### src/rtl/exe_mul_ctrl.sv
// Iterative shift-and-add multiplier controller for the EXE stage.
// Stalls the pipeline while the product is accumulated, one multiplier bit per cycle.
module exe_mul_ctrl (
   input  logic        clk,
   input  logic        rst,
   input  logic        start,
   input  logic [31:0] val_rn,
   input  logic [31:0] val_rm,
   input  logic        s_bit,
   input  logic [3:0]  sr,
   input  logic        flush,
   output logic        stall,
   output logic        done,
   output logic [31:0] mul_result,
   output logic [3:0]  status,
   output logic        status_wr
);

   typedef enum logic [1:0] {StIdle, StRun, StDone} state_e;

   state_e      state_q, state_d;
   logic [31:0] acc_q, acc_d;
   logic [31:0] mcand_q, mcand_d;
   logic [31:0] mplier_q, mplier_d;
   logic [4:0]  cnt_q, cnt_d;
   logic [31:0] result_q, result_d;
   logic        s_q, s_d;
   logic        c_q, c_d;
   logic        v_q, v_d;

   logic [31:0] mplier_shift;
   logic [31:0] acc_add;

   assign mplier_shift = mplier_q >> 1;
   assign acc_add      = mplier_q[0] ? (acc_q + mcand_q) : acc_q;

   // State register
   always_ff @(posedge clk) begin
      if (rst) begin
         state_q <= StIdle;
      end else begin
         state_q <= state_d;
      end
   end

   // Next-state logic
   always_comb begin
      state_d = state_q;
      unique case (state_q)
         StIdle: begin
            if (start && !flush) state_d = StRun;
         end
         StRun: begin
            if (flush) begin
               state_d = StIdle;
            end else if (mplier_shift == 32'd0 || cnt_q == 5'd31) begin
               state_d = StDone;
            end
         end
         StDone:  state_d = StIdle;
         default: state_d = StIdle;
      endcase
   end

   // Datapath next-state
   always_comb begin
      acc_d    = acc_q;
      mcand_d  = mcand_q;
      mplier_d = mplier_q;
      cnt_d    = cnt_q;
      result_d = result_q;
      s_d      = s_q;
      c_d      = c_q;
      v_d      = v_q;
      if (state_q == StIdle && start && !flush) begin
         mcand_d  = val_rn;
         mplier_d = val_rm;
         acc_d    = 32'd0;
         cnt_d    = 5'd0;
         s_d      = s_bit;
         c_d      = sr[1];
         v_d      = sr[0];
      end else if (state_q == StRun && !flush) begin
         acc_d    = acc_add;
         mcand_d  = mcand_q << 1;
         mplier_d = mplier_shift;
         cnt_d    = cnt_q + 5'd1;
         // Capture on the last RUN edge so mul_result equals acc throughout DONE
         if (state_d == StDone) result_d = acc_add;
      end
   end

   always_ff @(posedge clk) begin
      if (rst) begin
         acc_q    <= 32'd0;
         mcand_q  <= 32'd0;
         mplier_q <= 32'd0;
         cnt_q    <= 5'd0;
         result_q <= 32'd0;
         s_q      <= 1'b0;
         c_q      <= 1'b0;
         v_q      <= 1'b0;
      end else begin
         acc_q    <= acc_d;
         mcand_q  <= mcand_d;
         mplier_q <= mplier_d;
         cnt_q    <= cnt_d;
         result_q <= result_d;
         s_q      <= s_d;
         c_q      <= c_d;
         v_q      <= v_d;
      end
   end

   // Outputs; reset overrides state so an abort mid-RUN shows idle values at once
   always_comb begin
      stall     = 1'b0;
      done      = 1'b0;
      status    = 4'b0100;
      status_wr = 1'b0;
      if (!rst) begin
         stall     = (state_q == StIdle && start && !flush) || (state_q == StRun);
         done      = (state_q == StDone);
         status    = {acc_q[31], (acc_q == 32'd0), c_q, v_q};
         status_wr = done && s_q;
      end
   end

   assign mul_result = result_q;

endmodule

### config.mk
export PLATFORM = sky130hd
export DESIGN_NAME = exe_mul_ctrl
export DESIGN_NICKNAME = d
export VERILOG_FILES = /design/src/rtl/exe_mul_ctrl.sv
export SDC_FILE = /design/constraint.sdc
export NUM_CORES = 1
export LEC_CHECK = 0
export ABC_CLOCK_PERIOD_IN_PS = 2940
export BUFFER_PORTS_ARGS = -buffer_cell sky130_fd_sc_hd__buf_4
export CORE_MARGIN = 5
export CORE_UTILIZATION = 35
export DETAILED_ROUTE_END_ITERATION = 16
export PLACE_DENSITY = 0.66
export SLEW_MARGIN = 30
export SYNTH_ARGS = -nofsm -noshare
export SYNTH_HDL_FRONTEND = slang
export SYNTH_SLANG_ARGS = --single-unit
### constraint.sdc
create_clock -name clk -period 2.94 [get_ports clk]
set_input_delay 0.441 -clock clk [delete_from_list [all_inputs] [get_ports clk]]
set_output_delay 0.441 -clock clk [all_outputs]
set_load 0.05 [all_outputs]
# Yosys cells after proc, flatten, opt, wreduce, memory -nomap -nowiden
# Cells that the tools add are included.
dict set report classes {
  addsub 2
  eq_ne 4
  muxes 13
  bitwise 1
  reduce_logical 14
}
# op count
set op_table {}
lappend op_table {{$mux W32} 5}
lappend op_table {{$logic_not A32 Y1} 2}
lappend op_table {{$add A32 B32 Y32} 1}
lappend op_table {{$mux W2} 3}
lappend op_table {{$add A5 B1 Y5 const B} 1}
lappend op_table {{$eq A5 B5 Y1 const B} 1}
lappend op_table {{$logic_and A1 B1 Y1} 5}
lappend op_table {{$eq A2 B2 Y1 const B} 2}
lappend op_table {{$mux W4} 1}
lappend op_table {{$pmux W2 S2} 1}
lappend op_table {{$mux W1} 3}
lappend op_table {{$reduce_and A3 Y1} 1}
lappend op_table {{$eq A2 B1 Y1 const B} 1}
lappend op_table {{$logic_not A2 Y1} 1}
lappend op_table {{$logic_or A1 B1 Y1} 2}
lappend op_table {{$reduce_bool A2 Y1} 1}
lappend op_table {{$reduce_or A2 Y1} 1}
lappend op_table {{$logic_not A1 Y1} 1}
lappend op_table {{$not A1 Y1} 1}
dict set report word_totals {
  register_bits 138
}

# Longest topological paths before layout
dict set report depth {
  ltp_word 7
  mapped_depth 10
  mapped_depth_nobuf 10
}

# Least setup slack after synthesis
# No wires, ideal clock.
dict set report synth_timing {
  path_kind {input -> output}
  start {input port rst}
  end {output port status_wr}
  arrival_time_ns 2.393
  setup_slack_ns 0.106
  path_stages 3
  cell_sequence {clkbuf_1 > nor3b_1 > and2_1}
}
dict set report synth_between {
  elab_chain_cells 1
}
# item line
set synth_lines {}
lappend synth_lines {{start: declaration} 5} ;# input logic rst,
lappend synth_lines {{$mux W1} 121} ;# if (!rst) begin
lappend synth_lines {{end: declaration} 16} ;# output logic status_wr
# No other way between the ends.

# Worst setup path in the final report
dict set report layout_timing {
  start {register mcand_q[0]}
  end {register result_q[30], in the netlist mul_result[30]}
}
dict set report layout_between {
  elab_chain_cells 2
}
# item line
set layout_lines {}
lappend layout_lines {{start: declaration} 23} ;# logic [31:0] mcand_q, mcand_d;
lappend layout_lines {{start signal: assignment} 105} ;# mcand_q <= mcand_d;
lappend layout_lines {{$add A32 B32 Y32} 35} ;# assign acc_add = mplier_q[0] ? (acc_q + mcand_q) : acc_q;
lappend layout_lines {{$mux W32} 35}
lappend layout_lines {{end signal: assignment} 108} ;# result_q <= result_d;
lappend layout_lines {{end: declaration} 26} ;# logic [31:0] result_q, result_d;
# No other way between the ends.
# A chain may end at the register's enable or synchronous reset.

==> flow_summary.yaml <==
power_and_ir_drop:
  switching_share: 0.289
  internal-power_uw: 3280
  pwr-share-seq: 0.432
  switching_power_uw: 1340
  p_leak_uw: 0.00353
  power_frac_clock: 0.454
  vdd_drop_max_mv: 0.371
  power_frac_comb: 0.114
  powerDensity_nw_per_um2: 505
timing:
  setup_viol: 0
  finalCritPeriodShare: 0.972
  fin_tns_setup_ps: 0
  fmax_mhz: 350
  relSlewSlack: 0.371
  drv_slew: 0
  fin_crit_ps: 2860
  fin_ws_ps: 83.6
  final_hold_viol_count: 0
  tightestPinTransition_ps: 944
  fin_skew_ps: 12.0
floorplan:
  die_w_microns: 155
  pin_count: 112
  rows: 52
  core_area_sq_um: 20400
  dieArea_sq_um: 23900
  start_util: 0.358
  chipHeight_microns: 155
clock_tree:
  numCtsBuffers: 17
  clk_pin_slew_ps: 70
  hold_buffers: 0
  cts_sinks: 138
  htree_num_levels: 4
  root_buffer: "clkbuf_16"
  clkLatencyLatePin_ps: 430
  clk_path_buf_depth: 2
  cts_tree: "built"
placement:
  gp_congestion: 0.926
  dp_hpwl_mm: 15.3
  portBuffers: 109
  dpl_worst_slack_ps: 30.5
worst_setup_path:
  endpoint_kind: "flip-flop"
  r2r-start: "mcand_q[0]"
  worstPathMaxFanout: 4
  required_ps: 3230
  crit_type: "flip-flop to flip-flop"
  crit_arrival_ps: 3150
  crit_start: "mcand_q[0]"
  startpoint_type: "flip-flop"
routing:
  vias: 6882
  remaining_drc_errors: 0
  vias_per_cell: 5.44
  firstDrtPassIters: 5
  avgRoutedWirePerCell_microns: 16.7
  first_iter_violations: 412
  ant_nets: 0
  drt_wl_total_mm: 21.1
synthesis:
  ys_seq_area_frac: 0.378
  synth-simple-area-share: 0.180
  syn_inst: 889
  yosysMostFrequentCell: "dfxtp_1"
  synth-compound-area-share: 0.269
  netlist_area_sq_um: 7320
  yosys.area.top_type_share: 0.378
  ys.flop_type: "dfxtp_1"
  synthXorXnorAreaFrac: 0.0383
  synth_top_family_by_area: "compound AO/OA/AOI/OAI gates"
  yosys.area.top_type: "dfxtp_1"
  synthDistinctLibCells: 66
  synth_edf_count: 0
  syn_avg_cell_area_sq_um: 8.23
  ys_warn_count: 0
  synth.area.top_cells: "dfxtp_1 (38%), nand2_1 (7.0%), a21oi_1 (6.8%), ha_1 (5.6%), a22oi_1 (5.2%)"
  async_reset_ff_frac: 0
  synth_nets: 996
  synthTopCellsByCount: "dfxtp_1 (138), nand2_1 (136), a21oi_1 (99)"
  synthAdderAreaFrac: 0.0592
  muxShareOfSynthArea: 0.0393
  synth_seq_cells: 138
layout:
  multi_input_area_sq_um: 4370
  drive_gt1_frac: 0.196
  fin_nets: 1089
  fill_cells: 2062
  postLayoutCoreUtil: 0.447
  area_delta_synth_final_pct: 24.8
  seqCellArea_sq_um: 2770
  n_antenna_cell: 0
global_route:
  grt_pass1_wl_mm: 34.1
  overflow: 0
  grt_max_degree: 91
  grt.total_usage: 0.174
  antenna_found_initial: 0
  grt_pass1_vias: 6561
min_path:
  hold_start: "sr[0]"
  holdCritPathClass: "input pin to flip-flop"
run:
  cap_violations: 0
status:
  status: "completed"
-- per-layer routing --
layer  global-route usage  share of wire  vias up
li1                     -              -     3455
met1                0.242           0.47     3223
met2                0.274           0.46      188
met3               0.0388          0.056       16
met4               0.0492          0.012        0
met5                    0              0        -
-- power by group through the flow --
stage	clock, uW	sequential (uW)	combinational (uW)
2_1_floorplan	0	2030	320
3_3_place_gp	0	2030	509
3_5_place_dp	0	2040	519
4_1_cts	2140	1990	521
5_1_grt	2230	2000	573
6_report	2100	1990	525
-- final cells by class --
cell class | instances | area share
Tap cell | 270 | 0.0370
Clock buffer | 17 | 0.0466
Clock inverter | 15 | 0.0163
Inverter | 10 | 0.00411
Multi-Input combinational cell | 680 | 0.478
Timing Repair Buffer | 135 | 0.115
Sequential cell | 138 | 0.303
-- cells in the final DEF (no fill, tap or decap), types with 12 or more instances in the layout --
master | synthesis | routed
a211oi_1 | 33 | 32
a21o_1 | 12 | 12
a21oi_1 | 99 | 99
a22oi_1 | 51 | 51
a311oi_1 | 14 | 14
buf_4 | 0 | 133
clkbuf_16 | 0 | 17
dfxtp_1 | 138 | 135
ha_1 | 33 | 32
mux2i_1 | 25 | 25
nand2_1 | 136 | 136
nor2_1 | 78 | 74
nor4_1 | 16 | 16
o21ai_0 | 27 | 26
xnor2_1 | 17 | 17
xor2_1 | 15 | 14
-- stage by stage --
stage	std cells	area (sq um)	hold slack [ps]	total power [uW]
after floorplan	889	7320	432	2350
after global placement	1230	8460	439	2540
after detailed placement	1231	8480	444	2550
after CTS	1263	9060	246	4660
after global routing	1265	9130	263	4800
final	1265	9130	264	4610
-- repair_timing --
action,in CTS,in global routing
pin swaps,1,8
setup buffers,0,2
gates cloned,0,0
endpoints found under the setup margin,1,12
resized for setup,1,13
-- state kept, by name (all words and copies together) (netlist names) --
signal / cells
c_q: 1
mul_result: 32
mplier_q: 32
cnt_q: 5
v_q: 1
acc_q: 32
state_q: 2
s_q: 1
mcand_q: 32
-- cell families after synthesis --
| group | after synthesis |
|---|---|
| muxes | 28 |
| AOI/OAI and AO/OA | 292 |
| adders and majority gates | 34 |
| xor gates and xnor gates | 32 |
| buffers and inverters | 71 |
| DFF | 138 |
| and+or+nand+nor | 294 |
-- worst paths after layout --
| path | end | slack, ps | depth (start not counted) |
|---|---|---|---|
| max | mul_result[30] | 80 | 10 |
| min reg2reg | v_q | 450 | 2 |
| min | v_q | 260 | 3 |
| max reg2reg | mul_result[30] | 80 | 10 |
-- worst max-delay path: stages (launching register included) --
cell and delay (ps):
dfxtp_4 350, ha_4 160, fa_2 370, a21o_1 180
a221o_1 400, a31o_4 300, a2111oi_4 360, nor2_2 90
mux2_4 320, o21ai_2 110, a31oi_1 80
Power figures use the tool's default switching activity.
